## config.mk

```make
export PLATFORM = sky130hd
export DESIGN_NAME = pipeline_skid_stage
export DESIGN_NICKNAME = d
export VERILOG_FILES = /design/src/rtl/pipeline_skid_stage.sv
export SDC_FILE = /design/constraint.sdc
export NUM_CORES = 1
export LEC_CHECK = 0
export ABC_AREA = 1
export CAP_MARGIN = 20
export CORE_AREA = 2 2 86 88
export CTS_BUF_LIST = sky130_fd_sc_hd__clkbuf_8 sky130_fd_sc_hd__clkbuf_16
export CTS_CLUSTER_DIAMETER = 150
export CTS_CLUSTER_SIZE = 12
export DETAILED_ROUTE_END_ITERATION = 16
export DIE_AREA = 0 0 88 90
export HOLD_SLACK_MARGIN = 0.02
export PLACE_DENSITY = 0.56
export SYNTH_ARGS = -nofsm -noshare
export SYNTH_HDL_FRONTEND = slang
export SYNTH_SLANG_ARGS = --single-unit
```

## constraint.sdc

```tcl
create_clock -name clk -period 0.9 [get_ports clk]
set_input_delay 0.27 -clock clk [delete_from_list [all_inputs] [get_ports clk]]
set_output_delay 0.27 -clock clk [all_outputs]
set_load 0.005 [all_outputs]
```

## src/rtl/pipeline_skid_stage.sv

```systemverilog
// Valid/ready inter-stage pipeline register, one WIDTH-bit payload per transfer.
// Define PIPE_SKID_EN for the 2-entry skid build with a registered in_ready.
module pipeline_skid_stage #(
    parameter int               WIDTH       = 32,
    parameter logic [WIDTH-1:0] RESET_VALUE = '0
) (
    input  logic             clk,
    input  logic             rst,
    input  logic             flush,
    input  logic             in_valid,
    output logic             in_ready,
    input  logic [WIDTH-1:0] in_data,
    output logic             out_valid,
    input  logic             out_ready,
    output logic [WIDTH-1:0] out_data,
    output logic [1:0]       out_count
);

    // Handshake: a transfer happens on a rising edge where valid and ready
    // are both high; valid never waits for ready, and a producer holding
    // valid keeps its payload until the transfer.
    typedef enum logic [1:0] {
        EMPTY = 2'd0,
        ONE   = 2'd1,
        FULL  = 2'd2
    } state_t;

    state_t           state_q;
    state_t           state_d;
    logic [WIDTH-1:0] main_q;
    logic [WIDTH-1:0] main_d;
    logic             in_fire;
    logic             out_fire;

    assign out_valid = (state_q != EMPTY);
    assign out_count = state_q;
    assign out_data  = main_q;
    assign in_fire   = in_valid & in_ready;
    assign out_fire  = out_valid & out_ready;

`ifdef PIPE_SKID_EN
    logic [WIDTH-1:0] skid_q;
    logic [WIDTH-1:0] skid_d;
    logic             ready_q;

    assign in_ready = ready_q;

    always_comb begin
        state_d = state_q;
        main_d  = main_q;
        skid_d  = skid_q;
        if (flush) begin
            state_d = EMPTY;
            main_d  = RESET_VALUE;
            skid_d  = RESET_VALUE;
        end else begin
            case (state_q)
                EMPTY: begin
                    if (in_fire) begin
                        state_d = ONE;
                        main_d  = in_data;
                    end
                end
                ONE: begin
                    if (in_fire && out_fire) begin
                        main_d = in_data;
                    end else if (in_fire) begin
                        state_d = FULL;
                        skid_d  = in_data;
                    end else if (out_fire) begin
                        state_d = EMPTY;
                    end
                end
                FULL: begin
                    if (out_fire) begin
                        state_d = ONE;
                        main_d  = skid_q;
                        skid_d  = RESET_VALUE;
                    end
                end
                default: begin
                    state_d = EMPTY;
                end
            endcase
        end
    end

    // in_ready is looked ahead from the next count so it never depends on out_ready.
    always_ff @(posedge clk or negedge rst) begin
        if (!rst) begin
            state_q <= EMPTY;
            main_q  <= RESET_VALUE;
            skid_q  <= RESET_VALUE;
            ready_q <= 1'b1;
        end else begin
            state_q <= state_d;
            main_q  <= main_d;
            skid_q  <= skid_d;
            ready_q <= (state_d != FULL);
        end
    end
`else
    assign in_ready = !out_valid | out_ready;

    always_comb begin
        state_d = state_q;
        main_d  = main_q;
        if (flush) begin
            state_d = EMPTY;
            main_d  = RESET_VALUE;
        end else begin
            case (state_q)
                EMPTY: begin
                    if (in_fire) begin
                        state_d = ONE;
                        main_d  = in_data;
                    end
                end
                ONE: begin
                    // in_fire here implies out_fire: the entry is replaced in place.
                    if (in_fire) begin
                        main_d = in_data;
                    end else if (out_fire) begin
                        state_d = EMPTY;
                    end
                end
                default: begin
                    state_d = EMPTY;
                end
            endcase
        end
    end

    always_ff @(posedge clk or negedge rst) begin
        if (!rst) begin
            state_q <= EMPTY;
            main_q  <= RESET_VALUE;
        end else begin
            state_q <= state_d;
            main_q  <= main_d;
        end
    end

    a_single_entry: assert property (@(posedge clk) disable iff (!rst) state_q != FULL);
`endif

    a_hold_stable: assert property (@(posedge clk) disable iff (!rst)
        (out_valid && !out_ready && !flush) |=> (out_valid && $stable(out_data)));

endmodule
```

==> results of run 1 <==
## sequential cells by signal (all words and copies together), names as in the netlist
name / cells
out_count: 1
out_data: 32
## synth_stat cells, drive strengths merged
master and n:
inv 3, conb 1, dfrtp 33, buf 15, a21oi 1, nand4 32, clkbuf 3, nand3 32
nand2 34
## power breakdown
| part | total, W | switching [W] | internal (W) |
|---|---|---|---|
| logic | 0.000883 | 0.000368 | 0.000516 |
| clock network | 0.00104 | 0.000534 | 0.000509 |
| registers | 0.00162 | 0.0000457 | 0.00157 |
## per-layer routing
layer  track usage  vias to the layer above
met5             0                        -
met4        0.0321                        0
met3        0.0331                        0
met2         0.191                       41
met1         0.147                      750
li1              -                      781
## final cells by class
| class | count | share of cell area |
|---|---|---|
| sequential | 33 | 0.292 |
| tap | 99 | 0.0438 |
| multi-input combinational | 100 | 0.237 |
| timing repair buffer | 133 | 0.397 |
| clock buffer | 5 | 0.0243 |
| inverter | 3 | 0.00486 |
| clock inverter | 1 | 0.00177 |
## critical path, cell delays in order (launching register included)
cell,delay [ns]
dfrtp_1,0.39
buf_6,0.13
nand2_4,0.05
buf_6,0.09
## worst min-delay path by stage
stage / from / endpoint / slack (ns)
floorplan: rst / out_count[0]$_DFFE_PN0P_ / -0.03
global placement: rst / out_data[4]$_DFFE_PN0P_ / 0.24
detailed placement: rst / out_data[4]$_DFFE_PN0P_ / 0.25
CTS: rst / out_data[4]$_DFFE_PN0P_ / 0.48
global route: rst / out_data[4]$_DFFE_PN0P_ / 0.50
finish: rst / out_data[4]$_DFFE_PN0P_ / 0.48
## metrics by stage
| step | cell area, µm² | total power, W | TNS (ns) | instances | worst slack, ns |
|---|---|---|---|---|---|
| 2_1_floorplan | 1700 | 0.00198 | -2.03 | 154 | -0.0662 |
| 3_3_place_gp | 2730 | 0.00253 | -25.37 | 346 | -0.698 |
| 3_5_place_dp | 2730 | 0.00254 | -26.23 | 346 | -0.715 |
| 4_1_cts | 2760 | 0.00358 | -14.74 | 367 | -0.304 |
| 5_1_grt | 2830 | 0.00373 | -16.35 | 374 | -0.339 |
| 6_report | 2830 | 0.00354 | -13.61 | 374 | -0.304 |
## what timing repair did
| item | 4_1_cts | 5_1_grt |
|---|---|---|
| endpoints found under the setup margin | 68 | 68 |
| buffers inserted | 14 | 6 |
| endpoints found under the hold margin | 33 | 0 |
| resized for setup | 142 | 1 |
| hold buffers | 1 | 0 |
| gates cloned | 0 | 1 |
## cells by family after synthesis
family                 Yosys count  share of synthesized area
and+or+nand+nor                 98                      0.390
AOI/OAI and AO/OA                1                    0.00295
DFF                             33                      0.487
other                            1                    0.00221
buffers and inverters           21                      0.118
==> summary.md, run 1 <==
| Metric | Value |
|---|---|
| Failing checks | `setup timing` |
| Worst hold slack | `0.481 ns` |
| Final Max Slew Viols | `0` |
| Core Util, Final | `0.403` |
| Commonest cells after routing, fill and taps aside | `buf_4, clkdlybuf4s50_1, buf_2` |
| Pleak | `1.47 nW` |
| Reg2Reg Depth | `7` |
| Netlist cell types | `16` |
| Vias in the first global route | `roughly 1,500` |
| Global-route wire length before repair | `7.27 mm` |
| Per-cell routed wire length | `between 10 and 15 µm` |
| PwrDens | `between 1000 and 1500 nW/µm²` |
| Dpl hpwl | `about 3 mm` |
| CP Capture Point | `in_ready` |
| Port buffer count | `71` |
| Drt drc | `0` |
| Hold Fails Final Rpt | `0` |
| Status | `finished, violations left` |
| Yosys reg bits | `33` |
| Die height | `90 µm` |
| Hold crit path type | `input pin to asynchronous set/reset pin` |
| Router iterations before antenna repair | `4` |
| CP arrival | `0.93 ns` |
| Via density | `4.20` |
| Yosys top cell by area | `dfrtp_1` |
| Gate Count Post-Synth | `154` |
| H-tree depth | `2` |
| DRT iter0 DRCs | `35` |
| Routed Antenna Nets | `0` |
| Share of cells above drive strength 1 | `0.498` |
| Rows | `31` |
| Top sig layer | `met3` |
| Post-route clock period utilization | `1.34` |
| Synth warn | `0` |
| Initial antenna violation count | `0` |
| Mapped Nets | `about 190` |
| Die width | `88 µm` |
| Fmax | `0.831 GHz` |
| Reg-to-reg endpoint | `out_data[20]$_DFFE_PN0P_` |
| Initial Util | `0.242` |
| Synthesized area | `roughly 1700 µm²` |
| CTS Sinks | `33` |
| Reg-to-Reg Start | `out_count[0]$_DFFE_PN0P_` |
| FILL cells | `724` |
| Syn_area_per_cell | `11.0 µm²` |
| Top cell type's share of synthesized area | `0.487` |
| Num ports | `73` |
| MaxCap Viol Count | `0` |
| Area contributors post-synth | `dfrtp_1, nand3_2, nand4_1, nand2_1, buf_4` |
| CTS tree | `yes` |
| Metal-1 WL | `2.07 mm` |
| Largest net degree at the start of global routing | `34` |
| CTS Root Cell | `clkbuf_8` |
| Worst EP required | `0.63 ns` |
| Crit path kind | `flip-flop to output port` |
| Worst-skew pair later-pin latency | `0.28 ns` |
| FF/Latch Area | `between 800 and 900 µm²` |
| Multi-input gate area | `671 µm²` |
| NumNets Final | `313` |
| Worst setup EP type | `output port` |
| Period minus WS final | `1.20 ns` |
| Remaining Overflow, GRT | `0` |
| GRT Overall Usage | `0.116` |
| CP startpoint | `out_count[0]$_DFFE_PN0P_` |
| Syn-to-layout area delta | `66.8%` |
| Via count | `~1,600` |
| Startpoint type of the worst setup path | `flip-flop` |
| Gp weighted congestion | `0.705` |
| Met2 Wirelength | `2.39 mm` |
| Reg clk slew, reported paths | `approximately 0.07 ns` |
| Num CTS Buffers | `5` |
| Worst vdd ir | `0.000496 V` |
| Met3 wire length | `257 µm` |
| Core ar. | `7020 µm²` |
| Commonest non-fill, non-tap cell in the layout | `buf_4` |
| Diode count | `0` |
| Seq/Total Area, Yosys | `0.487` |
| Setup Viol. Count Final | `68` |
| R2R setup slack | `-0.26 ns` |
| Die ar. | `7920 µm²` |
| Worst-path maximum fanout | `2` |
| Unrepaired setup endpoints after global routing | `yes` |
| Clock skew | `0.00108 ns` |
| Final WS setup | `-0.304 ns` |
| Post-Route WL | `4.72 mm` |
| Maximum clock path buffer count | `2` |
(Power assumes the default switching activity.)
==> inputs of run 2 (changes only) <==
==> config.mk (replaced) <==
export PLATFORM = sky130hd
export DESIGN_NAME = pipeline_skid_stage
export DESIGN_NICKNAME = d
export VERILOG_FILES = /design/src/rtl/pipeline_skid_stage.sv
export SDC_FILE = /design/constraint.sdc
export NUM_CORES = 1
export LEC_CHECK = 0
export CAP_MARGIN = 20
export CORE_AREA = 4 4 86 88
export CTS_BUF_LIST = sky130_fd_sc_hd__clkbuf_8 sky130_fd_sc_hd__clkbuf_16
export CTS_CLUSTER_SIZE = 12
export DETAILED_ROUTE_END_ITERATION = 16
export DIE_AREA = 0 0 90 92
export HOLD_SLACK_MARGIN = 0.02
export PLACE_DENSITY = 0.57
export SYNTH_ARGS = -nofsm -noshare
export SYNTH_HDL_FRONTEND = slang
export SYNTH_SLANG_ARGS = --single-unit
==> run 2 against run 1 <==
The run still ends with setup timing left; global-route usage is 0.64 points lower; clock power hardly changed; sequential power hardly changed; via count is 9.2% lower; critical endpoint is now out_data[10]$_DFFE_PN0P_.
==> summary.md, run 2 <==
| Metric | Value |
|---|---|
| Status | `finished, violations left` |
| Failing checks | `setup timing` |
| Initial antenna violation count | `0` |
| Die ar. | `8280 µm²` |
| Syn-to-layout area delta | `57.6%` |
| Worst vdd ir | `0.000411 V` |
| GRT Overall Usage | `0.109` |
| Vias in the first global route | `1,421` |
| Synth warn | `0` |
| Hold crit path type | `input pin to flip-flop` |
| Startpoint type of the worst setup path | `flip-flop` |
| Post-route clock period utilization | `1.41` |
| Port buffer count | `71` |
| Unrepaired setup endpoints after global routing | `yes` |
| Maximum clock path buffer count | `2` |
| Final Max Slew Viols | `0` |
| Final WS setup | `-0.370 ns` |
| Router iterations before antenna repair | `4` |
| Routed Antenna Nets | `0` |
| Placement Cell Area | `2490 µm²` |
| Num ports | `73` |
| Worst setup EP type | `flip-flop` |
| Seq/Total Area, Yosys | `0.507` |
| Most frequent cell after synthesis | `dfrtp_1` |
| Num CTS Buffers | `5` |
| Area contributors post-synth | `dfrtp_1, a21bo_2, nand3_1, a21oi_1, a21bo_1` |
| Crit path kind | `flip-flop to flip-flop` |
| EDFF count, synth | `0` |
| CTS tree | `yes` |
| Die width | `90 µm` |
| Via count | `1,428` |
| CTS Root Cell | `clkbuf_8` |
| Commonest non-fill, non-tap cell in the layout | `buf_2` |
| Via density | `4.65` |
| Commonest cells after routing, fill and taps aside | `buf_2, clkdlybuf4s50_1, dfrtp_1` |
| Hold Fails Final Rpt | `0` |
| DRT iter0 DRCs | `33` |
| CTS Sinks | `33` |
| Netlist cell types | `14` |
| Mapped Nets | `190` |
| Per-cell routed wire length | `14.6 µm` |
| Reg clk slew, reported paths | `0.07 ns` |
| PwrDens | `1320 nW/µm²` |
| Pleak | `1.18 nW` |
| Cells after DPL | `295` |
| Commonest register cell after synthesis | `dfrtp_1` |
| Gp weighted congestion | `0.641` |
| MaxCap Viol Count | `0` |
| CP arrival | `1.47 ns` |
| Non-Filler Instances | `slightly above 300` |
| Clock skew | `0.00355 ns` |
| Worst-path maximum fanout | `11` |
| Drt drc | `0` |
| Period minus WS final | `1.27 ns` |
| Worst path cell trace | `buf_6 > nand2b_4 > buf_6 > buf_12 > a21bo_2 > a21oi_2` |
| Core ar. | `6640 µm²` |
| CP max stage delay | `0.37 ns` |
| Yosys top cell by area | `dfrtp_1` |
| Gate Count Post-Synth | `153` |
| Dpl hpwl | `2.83 mm` |
| Worst EP required | `1.10 ns` |
| FF/Latch Area | `826 µm²` |
| Cell mode on critical path | `buf_6` |
| Diode count | `0` |
| Largest net degree at the start of global routing | `34` |
| Synthesized area | `1630 µm²` |
| Post-Route WL | `4.48 mm` |
| Share of cells above drive strength 1 | `0.467` |
| Final Cell Area | `2560 µm²` |
| Largest register FFs | `32` |
| Worst-skew pair later-pin latency | `0.28 ns` |
| Fmax | `0.787 GHz` |
| NumNets Final | `approximately 260` |
| Pre-CTS setup slack | `-0.748 ns` |
| Initial Util | `0.245` |
| Rows | `30` |
| Multi-input gate area | `roughly 750 µm²` |
| Remaining Overflow, GRT | `0` |
| Global-route wire length before repair | `7.34 mm` |
| Core Util, Final | `0.386` |
| Setup Viol. Count Final | `68` |
| Top cell type's share of synthesized area | `0.507` |
| Yosys reg bits | `33` |
| Syn_area_per_cell | `10.6 µm²` |
| CP max stage cell | `dfrtp_1` |
| Post-synth ARST share | `1.00` |
| Die height | `92 µm` |
| Synth cell count leaders | `dfrtp_1, nand3_1, a21oi_1, a21bo_2, buf_2` |
| H-tree depth | `2` |
| FILL cells | `710` |
| Setup_tns | `-15.66 ns` |
## run 2: per-stage QoR
step                hold WS, ns  power (W)
floorplan               -0.0256    0.00193
global placement          0.244    0.00238
detailed placement        0.246    0.00239
CTS                       0.445    0.00348
global route              0.455    0.00362
finish                    0.457    0.00339
## run 2: metal layers
metal,wire length (µm),GRT usage
met1,2030,0.131
met4,42,0.0344
met5,0,0
met2,2140,0.182
met3,270,0.0418
## run 2: cells by family after synthesis
kind of cell           after synthesis  share of synthesized area
AOI/OAI and AO/OA                   65                      0.312
buffers and inverters               21                     0.0715
DFF                                 33                      0.507
other                                1                    0.00230
and+or+nand+nor                     33                      0.107
## run 2: critical path, delay by kind of cell, from the launching register on
family,cells,cell delay (ns)
AO/OA/AOI/OAI,2,0.34
buffers and inverters,3,0.40
AND/OR/NAND/NOR,1,0.07
flip-flops,1,0.37
## run 2: worst paths after layout
kind | from | endpoint | slack, ns | cells past startpoint
worst min-delay path | in_valid | out_count[0]$_DFFE_PN0P_ | 0.46 | 4
max in group asynchronous | rst | out_data[17]$_DFFE_PN0P_ | 0.24 | 3
min in group asynchronous | rst | out_data[26]$_DFFE_PN0P_ | 0.48 | 3
worst max-delay path | out_count[0]$_DFFE_PN0P_ | out_data[10]$_DFFE_PN0P_ | -0.37 | 6
worst min register to register | out_data[6]$_DFFE_PN0P_ | out_data[6]$_DFFE_PN0P_ | 0.63 | 2
worst max register to register | out_count[0]$_DFFE_PN0P_ | out_data[10]$_DFFE_PN0P_ | -0.37 | 6
## run 2: final cells by class
class                           count  area share
Clock inverter                      3     0.00537
Sequential cell                    33       0.322
Inverter                            1     0.00146
Clock buffer                        5      0.0268
Tap cell                           80      0.0390
Timing Repair Buffer               86       0.311
Multi-Input combinational cell     99       0.294
## run 2: timing repair
item	CTS	global route
buffers inserted	1	0
hold buffers	1	0
setup endpoints to repair	68	68
hold endpoints to repair	33	0
pin swaps	8	3
resized for setup	162	3
gates cloned	1	1
## run 2: report_power, final
part	internal [W]	switching, W	leakage, nW
logic	0.000432	0.000310	0.685
clock network	0.000524	0.000522	0.0491
registers	0.00156	0.0000360	0.441
==> inputs of run 3 (changes only) <==
--- a/config.mk
+++ b/config.mk
@@ -5,6 +5,7 @@
 export SDC_FILE = /design/constraint.sdc
 export NUM_CORES = 1
 export LEC_CHECK = 0
+export ABC_CLOCK_PERIOD_IN_PS = 900
 export CAP_MARGIN = 20
 export CORE_AREA = 4 4 86 88
 export CTS_BUF_LIST = sky130_fd_sc_hd__clkbuf_8 sky130_fd_sc_hd__clkbuf_16
@@ -12,7 +13,7 @@
 export DETAILED_ROUTE_END_ITERATION = 16
 export DIE_AREA = 0 0 90 92
 export HOLD_SLACK_MARGIN = 0.02
-export PLACE_DENSITY = 0.57
+export PLACE_DENSITY = 0.59
 export SYNTH_ARGS = -nofsm -noshare
 export SYNTH_HDL_FRONTEND = slang
 export SYNTH_SLANG_ARGS = --single-unit
==> run 3 against run 2 <==
Cell count increased by 3.9%; critical endpoint is now out_count[0]; critical path type is now flip-flop to output port; combinational power increased by 21%; clock power is essentially flat; sequential power barely moved; highest routed layer unchanged; die area did not move; largest cell class is now buffers; the run still ends with setup timing left; clock-buffer cell count stayed put; register-to-register slack better by 0.06 ns.
==> summary.md, run 3 (same netlist as run 2, synthesis figures left out) <==
| Metric | Value |
|---|---|
| Pleak | `between 1 and 1.5 nW` |
| Unrepaired setup endpoints after global routing | `yes` |
| Hold crit path type | `input pin to asynchronous set/reset pin` |
| MaxCap Viol Count | `0` |
| Crit path kind | `flip-flop to output port` |
| NumNets Final | `roughly 280` |
| Die width | `approximately 90 µm` |
| Commonest non-fill, non-tap cell in the layout | `buf_2` |
| Drt drc | `0` |
| Period minus WS final | `about 1.2 ns` |
| Post-Route WL | `5.05 mm` |
| Per-cell routed wire length | `15.8 µm` |
| Via density | `approximately 4.6` |
| Global-route wire length before repair | `7.60 mm` |
| Failing checks | `setup timing` |
| Fmax | `0.816 GHz` |
| CTS Sinks | `33` |
| CTS Root Cell | `clkbuf_8` |
| Worst setup EP type | `output port` |
| Port buffer count | `71` |
| Num ports | `73` |
| Reg clk slew, reported paths | `roughly 0.06 ns` |
| Rows | `30` |
| Initial antenna violation count | `0` |
| Initial Util | `0.245` |
| Maximum clock path buffer count | `2` |
| Diode count | `0` |
| H-tree depth | `2` |
| Final Cell Area | `between 2000 and 3000 µm²` |
| GRT Overall Usage | `0.114` |
| Setup_tns | `-14.81 ns` |
| Hold Fails Final Rpt | `0` |
| Core ar. | `6640 µm²` |
| Syn-to-layout area delta | `77.8%` |
| Worst EP required | `0.63 ns` |
| Post-route clock period utilization | `1.36` |
| Placement Cell Area | `2450 µm²` |
| Worst-skew pair later-pin latency | `0.28 ns` |
| Router iterations before antenna repair | `3` |
| Share of cells above drive strength 1 | `0.586` |
| Largest net degree at the start of global routing | `34` |
| Core Util, Final | `0.436` |
| Startpoint type of the worst setup path | `flip-flop` |
| Worst vdd ir | `around 0.00058 V` |
| Routed Antenna Nets | `0` |
| Largest register FFs | `32` |
| Die height | `92 µm` |
| DRT iter0 DRCs | `12` |
| PwrDens | `1220 nW/µm²` |
| Status | `finished, violations left` |
| Num CTS Buffers | `5` |
| Via count | `1,472` |
| Remaining Overflow, GRT | `0` |
| Commonest cells after routing, fill and taps aside | `buf_2, a21oi_2, clkdlybuf4s50_1` |
| Vias in the first global route | `1,513` |
| Final WS setup | `-0.326 ns` |
| CP arrival | `0.96 ns` |
| Worst-path maximum fanout | `2` |
| CTS tree | `yes` |
| Final Max Slew Viols | `0` |
| Setup Viol. Count Final | `68` |
| Die ar. | `about 8300 µm²` |
| Gp weighted congestion | `0.634` |
| Clock skew | `between 0.002 and 0.003 ns` |
==> run 3: area by class of cell <==
class,instances,area [µm²]
multi-input combinational,99,930
timing repair buffer,98,953
clock inverter,3,11.3
tap,80,100
sequential,33,827
clock buffer,5,68.8
inverter,1,3.75
fill,652,3750
==> run 3: worst paths after layout <==
path | end | from | slack, ns | depth (start not counted)
worst max-delay path | out_count[0] | out_count[0]$_DFFE_PN0P_ | -0.33 | 2
worst min-delay path | out_data[15]$_DFFE_PN0P_ | rst | 0.46 | 3
worst max register to register | out_data[0]$_DFFE_PN0P_ | out_count[0]$_DFFE_PN0P_ | -0.31 | 5
worst min register to register | out_data[20]$_DFFE_PN0P_ | out_data[20]$_DFFE_PN0P_ | 0.62 | 2
max in group asynchronous | out_count[0]$_DFFE_PN0P_ | rst | 0.24 | 3
min in group clk | out_count[0]$_DFFE_PN0P_ | in_valid | 0.46 | 4
==> run 3: repair_timing <==
item / CTS / global route
hold endpoints to repair: 33 / 0
setup endpoints to repair: 68 / 68
hold buffers: 1 / 0
resized for setup: 164 / 39
pin swaps: 9 / 36
setup buffers: 2 / 10
cloned: 2 / 4
==> run 3: worst max-delay path, cell delays in order, from the launching register on <==
cell and delay, ns:
dfrtp_2 0.44, buf_6 0.13, buf_6 0.10
==> run 3: power breakdown <==
part	total [W]	leakage, nW	internal, W	switching (W)
registers	0.00161	0.440	0.00157	0.0000421
logic	0.000897	0.824	0.000527	0.000370
clock network	0.00102	0.0519	0.000515	0.000508
total	0.00353	1.32	0.00261	0.000920
==> run 3: per-layer routing <==
metal  share of wire  wire [µm]  global-route usage  vias up
met1            0.48       2420               0.142      704
met3           0.065        328              0.0410        7
met2            0.44       2240               0.184       50
li1                -          -                   -      711
met4           0.012         63              0.0344        0
met5               0          0                   0        -
==> run 3: stage by stage <==
step | setup WS (ns) | instances | hold slack [ns] | total power [W]
CTS | -0.356 | 305 | 0.443 | 0.00343
global route | -0.356 | 319 | 0.476 | 0.00373
floorplan | -0.152 | 153 | -0.0256 | 0.00193
global placement | -0.705 | 292 | 0.250 | 0.00237
detailed placement | -0.699 | 292 | 0.244 | 0.00237
finish | -0.326 | 319 | 0.463 | 0.00353
